<file path="src/rtl/comparator_bist.sv">
// comparator_bist: sweeps every operand pair through an external magnitude comparator,
// checks its result against a golden compare and reports mismatch count and first failure.
module comparator_bist #(
   parameter int WIDTH  = 4,
   parameter int SETTLE = 1
) (
   input  logic               clk,
   input  logic               rst,
   input  logic               start,
   output logic [WIDTH-1:0]   dut_a,
   output logic [WIDTH-1:0]   dut_b,
   input  logic               dut_greater,
   input  logic               dut_equal,
   input  logic               dut_less,
   output logic               busy,
   output logic               done,
   output logic               pass,
   output logic [2*WIDTH:0]   err_count,
   output logic               fail_valid,
   output logic [WIDTH-1:0]   fail_a,
   output logic [WIDTH-1:0]   fail_b
);
   localparam int EW = 2*WIDTH+1;
   typedef enum logic [1:0] {IDLE, WAIT, CHECK, DONE} state_t;
   state_t state, state_n;
   logic [3:0] cnt, cnt_n;
   logic [WIDTH-1:0] a_n, b_n, fa_n, fb_n;
   logic [EW-1:0] err_n;
   logic busy_n, done_n, pass_n, fv_n, mismatch, last;
   // any deviation from the one-hot golden triple counts, so all-zero and two-hot both fail
   assign mismatch = {dut_greater, dut_equal, dut_less} != {dut_a > dut_b, dut_a == dut_b, dut_a < dut_b};
   assign last = &{dut_a, dut_b};
   always_comb begin
      state_n = state;
      cnt_n = cnt;
      a_n = dut_a;
      b_n = dut_b;
      busy_n = busy;
      done_n = done;
      pass_n = pass;
      err_n = err_count;
      fv_n = fail_valid;
      fa_n = fail_a;
      fb_n = fail_b;
      case (state)
         IDLE, DONE: begin
            if (start) begin
               state_n = WAIT;
               cnt_n = '0;
               a_n = '0;
               b_n = '0;
               busy_n = 1'b1;
               done_n = 1'b0;
               pass_n = 1'b0;
               err_n = '0;
               fv_n = 1'b0;
               fa_n = '0;
               fb_n = '0;
            end
         end
         WAIT: begin
            cnt_n = (cnt == 4'(SETTLE - 1)) ? 4'd0 : cnt + 4'd1;
            state_n = (cnt == 4'(SETTLE - 1)) ? CHECK : WAIT;
         end
         CHECK: begin
            if (mismatch) begin
               err_n = err_count + EW'(1);
               if (!fail_valid) begin
                  fv_n = 1'b1;
                  fa_n = dut_a;
                  fb_n = dut_b;
               end
            end
            // pass reflects the last vector's result, which lands on the same edge as done
            if (last) begin
               state_n = DONE;
               busy_n = 1'b0;
               done_n = 1'b1;
               pass_n = (err_n == '0);
            end else begin
               state_n = WAIT;
               {a_n, b_n} = {dut_a, dut_b} + (2*WIDTH)'(1);
            end
         end
         default: state_n = IDLE;
      endcase
   end
   always_ff @(posedge clk or posedge rst) begin
      if (rst) begin
         state <= IDLE;
         cnt <= '0;
         dut_a <= '0;
         dut_b <= '0;
         busy <= 1'b0;
         done <= 1'b0;
         pass <= 1'b0;
         err_count <= '0;
         fail_valid <= 1'b0;
         fail_a <= '0;
         fail_b <= '0;
      end else begin
         state <= state_n;
         cnt <= cnt_n;
         dut_a <= a_n;
         dut_b <= b_n;
         busy <= busy_n;
         done <= done_n;
         pass <= pass_n;
         err_count <= err_n;
         fail_valid <= fv_n;
         fail_a <= fa_n;
         fail_b <= fb_n;
      end
   end
endmodule

</file>
<file path="config.mk">
export PLATFORM = sky130hd
export DESIGN_NAME = comparator_bist
export DESIGN_NICKNAME = d
export VERILOG_FILES = /design/src/rtl/comparator_bist.sv
export SDC_FILE = /design/constraint.sdc
export NUM_CORES = 1
export LEC_CHECK = 0
export ABC_AREA = 1
export BUFFER_PORTS_ARGS = -buffer_cell sky130_fd_sc_hd__buf_2
export CORE_MARGIN = 2
export CORE_UTILIZATION = 60
export DETAILED_ROUTE_END_ITERATION = 10
export PLACE_DENSITY = 0.84
export RECOVER_POWER = 100
export SLEW_MARGIN = 20
export SYNTH_ARGS = -nofsm -noshare
export SYNTH_HDL_FRONTEND = slang
export SYNTH_SLANG_ARGS = --single-unit
</file>
<file path="constraint.sdc">
create_clock -name clk -period 4.5 [get_ports clk]
set_input_delay 0 -clock clk [delete_from_list [all_inputs] [get_ports clk]]
set_output_delay 0 -clock clk [all_outputs]
set_load 0.05 [all_outputs]
</file>
* Word-level counts from Yosys, hierarchy flattened *
Cells that the tools add are included.

operators by class
  add/sub/neg operators = 3
  reduce and logical (&&, ||, !) cells = 13
  equal/unequal tests = 10
  mux-type cells = 31
  order comparisons = 2

operators by type and width
  kind                 count
  $pmux 4 s2           5
  $mux 4               8
  $mux 9               3
  $pmux 9 s2           1
  $ne 2x2->1 const B   5
  $add 9x1->9 const B  1
  $logic_not 9->1      1
  $reduce_and 3->1     3
  $add 8x1->8 const B  1
  $pmux 1 s2           4
  $reduce_and 8->1     1
  $mux 1               6
  $mux 2               3
  $pmux 2 s3           1
  $add 4x1->4 const B  1
  $eq 2x2->1 const B   2
  $eq 4x4->1           1
  $gt 4x4->1           1
  $logic_not 4->1      1
  $lt 4x4->1           1
  $reduce_and 2->1     2
  $reduce_and 4->1     1
  $reduce_bool 2->1    2
  $ne 3x3->1           1
  3 further kinds      3

word-level totals
  flip-flop bits (word level) = 35

* Longest topological paths before layout *
Gate-level depths: netlist of run 1.

  word-level depth = 7
  gate-level depth with buffers = 18

* Least setup slack after synthesis of run 1 *
OpenSTA, ideal clock, no wires.

  kind = register to register
  start point = register dut_b[3]
  end point = register fail_b[0]
  path buffers = 1
  slack = 2.136 ns
  required time = 4.426 ns
  data arrival time = 2.290 ns
  clock period less this slack = 2.364 ns
  library setup time = 0.074 ns
  cell stages (with the launch flop) = 17
  cell sequence = dfrtp_1 > inv_1 > ha_1 > nand2_1 > inv_2 > nand2_1 > nand2_2 > nand2_1 > nand2_2 > nor2_4 > nand2_4 > o21ai_4 > inv_2 > o21ai_4 > buf_8 > nand2_1 > o21ai_2

between the ends
  word-level cells in the longest chain between the ends = 4
  elaborated cells between the ends (all ways) = 6
  those cells by class = 2 x order compare; 3 x eq/ne; 1 x reduce/logical

RTL lines
  what                                   line  RTL
  start, declared                        11    output logic [WIDTH-1:0] dut_b,
  start signal, assigned                 105   dut_b <= b_n;
  $lt 4x4->1 (tied with other cells)     31    assign mismatch = {dut_greater, dut_equal, dut_less} != {dut_a > dut_b, dut_a == dut_b, dut_a < dut_b};
  $ne 3x3->1 (*)                         31
  $ne 2x2->1 (no source line) (*)        -
  $reduce_and 4->1 (no source line) (*)  -
  end signal, assigned                   112   fail_b <= fb_n;
  end, declared                          21    output logic [WIDTH-1:0] fail_b

Every way passes the cells marked *; elsewhere a longest branch is shown, timed or not.
A chain may end at the register's enable or synchronous reset.

* Worst setup path after layout of run 1 *
Ends and elaborated chain as after synthesis.

==> results of run 1 <==
## metal layers
metal | share of wire, % | track usage, % | wire (um)
met1 | 46 | 31.22 | 2029
met2 | 48 | 40.73 | 2122
met3 | 5.4 | 6.486 | 238
met4 | 1.1 | 7.500 | 49
met5 | 0 | 0 | 0
## placed cells by master (no fill, tap or decap), types with 8 or more instances in the layout
cell | Yosys | layout
a21oi_1 | 10 | 10
clkbuf_1 | 2 | 32
dfrtp_1 | 35 | 35
ha_1 | 10 | 10
inv_1 | 39 | 42
nand2_1 | 63 | 67
nand3_1 | 24 | 24
nor2_1 | 18 | 19
o21ai_0 | 15 | 19
o22ai_1 | 8 | 8
## kinds of logic (layout without fill, tap and decap cells)
logic type,after synthesis,after routing,synth area share [%]
XOR/XNOR,7,7,2.955
adder cells (fa/ha/maj),10,10,6.031
AO/OA/AOI/OAI,44,44,13.21
flip-flops,35,35,42.22
AND/OR/NAND/NOR,121,121,26.36
buffers and inverters,47,87,9.228
## power by group
group | switching, uW | leakage, uW | internal (uW)
combinational | 433 | 0.000585 | 158
sequential | 45.0 | 0.000476 | 363
clock | 105 | 0.0000293 | 60.8
total | 583 | 0.00109 | 582
## timing repair
item | in CTS | in global routing
buffers inserted | 0 | 0
endpoints found under the hold margin | 35 | 0
hold buffers | 1 | 0
## sequential cells by signal, indices dropped and copies added (netlist names)
name / flops
busy: 1
cnt: 4
done: 1
dut_a: 4
dut_b: 4
err_count: 9
fail_a: 4
fail_b: 4
fail_valid: 1
pass: 1
state: 2
## metrics by stage
stage          hold WS, ns  cells  worst slack, ns
2_1_floorplan       0.1543    264            2.136
3_3_place_gp        0.1174    341            2.226
3_5_place_dp        0.1198    341            2.091
4_1_cts            0.05574    350            2.029
5_1_grt             0.1191    350            1.070
6_report           0.06677    350            1.378
## worst paths after layout
| kind | from | endpoint | slack, ns |
|---|---|---|---|
| hold / removal | start | busy | 0.07 |
| hold reg to reg | fail_b[1] | fail_b[1] | 0.50 |
| setup reg to reg | dut_b[3] | fail_b[0] | 1.38 |
| setup / recovery | dut_b[3] | fail_b[0] | 1.38 |
| min in group asynchronous | rst | err_count[4] | 0.85 |
| max in group asynchronous | rst | dut_b[1] | 2.61 |
## layout make-up
cell class	instances	area, um2
Clock inverter	1	5.005
Clock buffer	7	45.04
Sequential cell	35	875.8
Tap cell	46	57.56
Timing Repair Buffer	36	147.6
Inverter	43	161.4
Fill cell	313	1089
Multi-Input combinational cell	182	955.9
## worst max-delay path, cell delays in order (launching register included)
cell and delay, ns:
dfrtp_1 0.40, inv_1 0.18, ha_1 0.28, nand2_1 0.06
inv_1 0.06, nand2_1 0.07, nand2_1 0.09, nand2_1 0.09
nand2_2 0.04, nor2_1 0.46, nand2_1 0.40, o21ai_0 0.38
clkinv_1 0.17, o21ai_4 0.17, nand2_1 0.10, o21ai_0 0.09
==> flow_metrics.py, run 1 <==
metrics = {
    "finish": {
        "nets": 319,
        "area_growth_pct": 8.384,
        "drive_above_1_share_pct": 5.592,
        "final_util_pct": 67.38,
        "diodes": 0,
        "finish.instance_area_um2": 2248,
    },
    "timing": {
        "setup_viol": 0,
        "fin_crit_ns": 3.122,
        "slew_headroom_pct": -21.00,
        "final-hold-violation-count": 0,
        "slew_violations": 36,
        "fmax_mhz": 320.3,
        "min_period_over_period_pct": 69.38,
        "finalClockSkew_ns": 0.006969,
        "tightest_slew_ns": 1.815,
        "fin_tns_setup_ns": 0,
        "rsz0062_at_grt": "false",
    },
    "clocking": {
        "numCtsBuffers": 5,
        "clk_pin_slew_ns": 0.10,
        "clkLatencyLatePin_ns": 0.35,
        "htreeDepth": 2,
        "cts_root_buf": "clkbuf_4",
        "cts.sinks": 35,
        "ctsResizeCount": 0,
        "cts_tree": "yes",
        "cts.path.max_buffers": 2,
    },
    "logic_synthesis": {
        "yosys-top-cells-count": "63 x nand2_1, 39 x inv_1, 35 x dfrtp_1",
        "synth_edf_count": 0,
        "syn_avg_cell_area_um2": 7.858,
        "syn_area_um2": 2074,
        "async_flop_share_pct": 100.0,
        "synth.distinct_cells": 29,
        "netlist_instances": 264,
        "yosysTopAreaCellShare_pct": 42.22,
        "yosysWarnings": 0,
        "ys_seq_elements": 35,
        "synth-main-ff-cell": "dfrtp_1",
        "synth_top_cell_by_area": "dfrtp_1",
        "synth.area.top_cells": "dfrtp_1 42%, nand2_1 11%, inv_1 7.1%",
        "syn-num-nets": 280,
        "yosysMostFrequentCell": "nand2_1",
        "yosysSeqAreaShare_pct": 42.22,
    },
    "placed_design": {
        "place_congestion": 0.8621,
        "io_buffers": 34,
        "placed_area_um2": 2280,
        "hpwl_um": 3252,
    },
    "power": {
        "finalPower_uw": 1165,
        "cellLeakagePower_uw": 0.001090,
        "powerDensity_nw_per_um2": 518.0,
        "peakVddDrop_mv": 0.3806,
    },
    "global_route": {
        "antenna_found_initial": 0,
        "grt_pass1_wl_um": 7569,
        "gr-usage-all-layers_pct": 24.47,
        "grt_max_degree": 36,
        "overflow": 0,
        "grt_pass1_vias": 1720,
    },
    "critical_path": {
        "required_ns": 4.78,
        "worstPathMaxFanout": 14,
        "cp-start-kind": "flip-flop",
        "worst_setup_path_end_kind": "flip-flop",
        "ff2ff_path_depth": 15,
        "crit_type": "flip-flop to flip-flop",
        "cp.arrival_ns": 3.40,
    },
    "detailed_routing": {
        "remaining_drc_errors": 0,
        "routed-via-count": 1824,
        "drtAntennaViolNets": 0,
        "drt_first_iter_violations": 113,
        "firstDrtPassIters": 4,
        "via_per_inst": 5.211,
        "detail_route.wl_per_cell_um": 12.69,
        "routed_wl_um": 4440,
    },
    "die": {
        "fp.dieW_um": 62.80,
        "start_util_pct": 62.17,
        "core-area_um2": 3337,
        "row_count": 21,
        "die_area_um2": 3944,
        "io_pins": 35,
        "fp.dieH_um": 62.80,
    },
    "run_status": {
        "violations": "capacitance limit, slew limit",
        "status": "finished with violations",
    },
    "min_path": {
        "min_path_cells": 4,
        "hold_class": "input port to flip-flop",
    },
    "run": {
        "cap_violations": 1,
    },
}
No activity file was read; power rests on OpenSTA's default activity.
==> run 2: changes to the inputs <==
--- a/config.mk
+++ b/config.mk
@@ -8,9 +8,9 @@
 export ABC_AREA = 1
 export BUFFER_PORTS_ARGS = -buffer_cell sky130_fd_sc_hd__buf_2
 export CORE_MARGIN = 2
-export CORE_UTILIZATION = 60
+export CORE_UTILIZATION = 56
 export DETAILED_ROUTE_END_ITERATION = 10
-export PLACE_DENSITY = 0.84
+export PLACE_DENSITY = 0.8
 export RECOVER_POWER = 100
 export SLEW_MARGIN = 20
 export SYNTH_ARGS = -nofsm -noshare
==> constraint.sdc (replaced) <==
create_clock -name clk -period 3.1 [get_ports clk]
set_input_delay 0 -clock clk [delete_from_list [all_inputs] [get_ports clk]]
set_output_delay 0 -clock clk [all_outputs]
set_load 0.05 [all_outputs]
==> flow_metrics.py, run 2 (synthesis gave the netlist of run 1 again) <==
metrics = {
    "finish": {
        "area_growth_pct": 13.15,
        "seq_area_um2": 875.8,
        "drive_above_1_share_pct": 7.895,
        "fill_cells": 320,
        "mostFrequentLayoutCells": "64 x nand2_1, 42 x inv_1, 35 x dfrtp_1",
        "registers.top_by_ff_count": "err_count",
        "nets": 319,
        "layout_commonest_cell": "nand2_1",
        "multi_input_comb_area_um2": 984.7,
        "largest_reg_flops": 9,
        "final_util_pct": 65.09,
        "diodes": 0,
    },
    "critical_path": {
        "cp.arrival_ns": 2.86,
        "r2r_end": "fail_a[1]",
        "reg2reg_from": "dut_b[1]",
        "crit_type": "flip-flop to flip-flop",
        "cpMaxStageDelayCell": "nor2_1",
        "crit_chain": "inv_1, ha_1, nand2_1, nand2_1, nand2_1, nand2_1, nand2_1, nand2_2, nor2_1, nand2_4, o21ai_4, inv_1, o21ai_4, o21ai_0",
        "reg2reg_slack_ns": 0.41,
        "path_common_cell": "nand2_1",
        "cp_num_buf_inv": 2,
        "required_ns": 3.27,
        "cp-start-kind": "flip-flop",
        "cpLargestDelayFamily": "simple AND/OR/NAND/NOR gates",
        "slowest_delay_ns": 0.46,
        "ff2ff_path_depth": 14,
        "worstPathMaxFanout": 14,
        "worst_setup_path_end_kind": "flip-flop",
    },
    "die": {
        "core-area_um2": 3606,
        "io_pins": 35,
        "start_util_pct": 57.53,
        "fp.dieW_um": 64.87,
        "die_area_um2": 4207,
        "row_count": 22,
        "fp.dieH_um": 64.87,
    },
    "detailed_routing": {
        "routed_wl_um": 4509,
        "drtAntennaViolNets": 0,
        "firstDrtPassIters": 4,
        "routed-via-count": 1821,
        "via_per_inst": 5.173,
        "detail_route.wl_per_cell_um": 12.81,
        "drt_first_iter_violations": 116,
        "remaining_drc_errors": 0,
    },
    "global_route": {
        "grt_max_degree": 19,
        "grt_pass1_wl_um": 7769,
        "gr-usage-all-layers_pct": 24.18,
        "overflow": 0,
        "antenna_found_initial": 0,
        "grt_pass1_vias": 1768,
    },
    "clocking": {
        "clk_pin_slew_ns": 0.08,
        "cts.sinks": 35,
        "htreeDepth": 2,
        "numCtsBuffers": 5,
        "clkLatencyLatePin_ns": 0.29,
        "cts_tree": "yes",
        "cts.path.max_buffers": 2,
        "post_cts_buffers": 0,
        "cts_root_buf": "clkbuf_8",
    },
    "min_path": {
        "hold_end": "busy",
        "hold_class": "input port to flip-flop",
        "hp-start": "start",
        "min_path_cells": 4,
    },
    "placed_design": {
        "hpwl_um": 3334,
        "io_buffers": 34,
        "place_congestion": 0.8839,
    },
    "run_status": {
        "status": "finished, final reports clean",
    },
    "timing": {
        "slew_violations": 0,
        "tightest_slew_ns": 0.9875,
        "fmax_mhz": 371.6,
        "min_period_over_period_pct": 86.81,
        "fin_tns_setup_ns": 0,
        "fin_crit_ns": 2.691,
        "finalClockSkew_ns": 0.006326,
        "rsz0062_at_grt": "false",
        "final-hold-violation-count": 0,
        "setup_viol": 0,
        "slew_headroom_pct": 34.16,
    },
    "power": {
        "cellLeakagePower_uw": 0.001138,
        "peakVddDrop_mv": 0.6340,
        "powerDensity_nw_per_um2": 817.1,
    },
    "run": {
        "cap_violations": 0,
    },
}
## run 2: worst min-delay path: stages
cell,delay (ns)
buf_2,0.09
nor2_1,0.06
nor2_1,0.14
nor2_1,0.06
## run 2: how the worst max path moves through the flow
| stage | start | end | slack (ns) | cells after the start |
|---|---|---|---|---|
| 2_1_floorplan | dut_b[3] | fail_b[0] | 0.74 | 16 |
| 3_3_place_gp | state[0] | dut_a[3] | 0.74 | 12 |
| 3_5_place_dp | state[0] | dut_a[3] | 0.67 | 12 |
| 4_1_cts | state[0] | dut_a[3] | 0.62 | 12 |
| 5_1_grt | dut_b[1] | fail_a[0] | 0.19 | 15 |
| 6_report | dut_b[1] | fail_a[1] | 0.41 | 14 |
## run 2: layout make-up
cell class                 count  share of cell area [%]
clock buffer                   6                   3.518
clock inverter                 2                   1.493
inverter                      43                   6.876
multi-input combinational    182                   41.95
sequential                    35                   37.31
tap                           48                   2.559
timing repair buffer          36                   6.290
## run 2: power breakdown
part	internal [uW]	switching (uW)
clock	260	175
sequential	527	65.4
combinational	242	649
total	1030	889
## run 2: stage by stage
step           cells  setup WS [ns]  total power (uW)  hold slack (ns)  area (um2)
5_1_grt          352         0.1879              2063           0.1452        2347
6_report         352         0.4087              1918           0.1067        2347
4_1_cts          352         0.6243              1945           0.1096        2410
3_5_place_dp     343         0.6710              1507           0.1354        2282
3_3_place_gp     343         0.7447              1488           0.1234        2282
2_1_floorplan    264         0.7360              1351           0.1543        2074
## run 2: per-layer routing
metal  share of wire [%]  global-route usage (%)
met5                   0                       0
met4                 1.3                   8.245
met3                 4.4                   5.729
met2                  47                   39.95
met1                  47                   31.11
## run 2: repair_timing
item                                   4_1_cts  5_1_grt
endpoints found under the hold margin       17        0
gates resized for setup                      0        0
hold buffers                                 1        0
==> run 3: changes to the inputs <==
--- a/config.mk
+++ b/config.mk
@@ -8,9 +8,10 @@
 export ABC_AREA = 1
 export BUFFER_PORTS_ARGS = -buffer_cell sky130_fd_sc_hd__buf_2
 export CORE_MARGIN = 2
-export CORE_UTILIZATION = 56
+export CORE_UTILIZATION = 58
+export CTS_BUF_LIST = sky130_fd_sc_hd__clkbuf_4 sky130_fd_sc_hd__clkbuf_8
 export DETAILED_ROUTE_END_ITERATION = 10
-export PLACE_DENSITY = 0.8
+export PLACE_DENSITY = 0.82
 export RECOVER_POWER = 100
 export SLEW_MARGIN = 20
 export SYNTH_ARGS = -nofsm -noshare
==> flow_metrics.py, run 3 (synthesis gave the netlist of run 1 again) <==
metrics = {
    "run_status": {
        "violations": "capacitance limit, slew limit",
        "status": "finished with violations",
    },
    "power": {
        "cellLeakagePower_uw": 0.001113,
        "power.internal_uw": 909.5,
        "peakVddDrop_mv": 0.4385,
        "finalPower_uw": 1757,
        "swShare_pct": 48.23,
        "pwr-share-clk_pct": 16.7,
        "pwr-share-seq_pct": 33.6,
        "combPwrFrac_pct": 49.8,
        "powerDensity_nw_per_um2": 764.8,
        "p_sw_uw": 847.3,
    },
    "clocking": {
        "ctsResizeCount": 0,
        "cts.path.max_buffers": 2,
        "cts_root_buf": "clkbuf_4",
        "cts_tree": "yes",
        "htreeDepth": 2,
        "cts.sinks": 35,
        "clk_pin_slew_ns": 0.11,
        "post_cts_buffers": 0,
        "numCtsBuffers": 5,
        "hold_buffers": 1,
        "clkLatencyLatePin_ns": 0.34,
    },
    "placed_design": {
        "io_buffers": 34,
        "place_inst": 341,
        "place_congestion": 0.9042,
        "hpwl_um": 3177,
    },
    "detailed_routing": {
        "detail_route.wl_per_cell_um": 11.92,
        "remaining_drc_errors": 0,
        "firstDrtPassIters": 4,
        "drtAntennaViolNets": 0,
        "drt_first_iter_violations": 100,
        "routed-via-count": 1847,
        "routed_wl_um": 4171,
        "via_per_inst": 5.277,
    },
    "timing": {
        "hold_ws_ns": 0.05998,
        "finalClockSkew_ns": 0.009784,
        "fin_tns_setup_ns": 0,
        "final-hold-violation-count": 0,
        "slew_headroom_pct": -19.33,
        "setup_viol": 0,
        "rsz0062_at_grt": "false",
        "tightest_slew_ns": 1.790,
        "fin_crit_ns": 2.547,
        "fmax_mhz": 392.6,
        "slew_violations": 36,
        "min_period_over_period_pct": 82.17,
    },
    "critical_path": {
        "crit_type": "flip-flop to flip-flop",
        "reg2reg_from": "state[0]",
        "worstPathMaxFanout": 13,
        "cp.arrival_ns": 2.78,
        "startpoint": "state[0]",
        "worst_setup_path_end_kind": "flip-flop",
        "required_ns": 3.33,
        "cp-start-kind": "flip-flop",
    },
    "finish": {
        "mostFrequentLayoutCells": "66 x nand2_1, 42 x inv_1, 35 x dfrtp_1",
        "registers.top_by_ff_count": "err_count",
        "largest_reg_flops": 9,
        "nets": 319,
        "instances_no_fill": 350,
        "diodes": 0,
        "layout_commonest_cell": "nand2_1",
        "area_growth_pct": 10.74,
        "drive_above_1_share_pct": 7.566,
    },
    "global_route": {
        "grt_pass1_vias": 1749,
        "antenna_found_initial": 0,
        "gr-usage-all-layers_pct": 24.04,
        "grt_max_degree": 36,
        "overflow": 0,
        "grt_pass1_wl_um": 7590,
    },
    "die": {
        "fp.dieW_um": 63.81,
        "io_pins": 35,
        "start_util_pct": 61.20,
        "core-area_um2": 3390,
        "row_count": 21,
        "die_area_um2": 4071,
        "fp.dieH_um": 63.81,
    },
    "run": {
        "cap_violations": 1,
    },
    "min_path": {
        "hp-start": "start",
        "hold_class": "input port to flip-flop",
    },
}
==> run 3: area by class of cell <==
cell class	instances	area, um2
inverters	43	161.4
multi-input cells	182	982.2
flip-flops and latches	35	875.8
well taps	46	57.56
clock buffers	8	72.57
fillers	305	1092
repair buffers	36	147.6
==> run 3: final timing paths <==
kind,end,slack (ns),cells past startpoint
max,dut_a[2],0.55,11
min,busy,0.06,4
max reg2reg,dut_a[2],0.55,11
min reg2reg,fail_a[2],0.49,2
max in group asynchronous,fail_valid,1.24,4
min in group asynchronous,err_count[4],0.82,4
==> run 3: through the flow <==
stage	util [%]	setup slack, ns	instance area (um2)
floorplan	-	0.7360	2074
global placement	67.26	0.8196	2280
detailed placement	67.26	0.7161	2280
CTS	69.69	0.6972	2362
global route	67.77	0.2543	2297
finish	67.77	0.5529	2297
==> run 3: metal layers <==
metal | routed length [um] | GRT usage [%]
met4 | 81 | 9.783
met3 | 238 | 5.986
met1 | 1874 | 31.51
met5 | 0 | 0
met2 | 1976 | 38.15
==> run 3: worst max-delay path, cell delays in order (launching register included) <==
cell	delay (ns)
dfrtp_1	0.40
inv_1	0.08
ha_1	0.37
inv_1	0.23
nor2_1	0.26
inv_1	0.21
nand2_4	0.19
nand2_1	0.11
nor3_1	0.23
nand3_1	0.14
o21ai_0	0.17
a21oi_1	0.06
==> run 3: power by group through the flow <==
stage                     registers, uW  clock network [uW]  logic, uW
after CTS                           589                 302        911
after global routing                603                 325        989
final                               590                 293        874
after floorplan                     739                   0        612
after global placement              595                   0        889
after detailed placement            598                   0        901
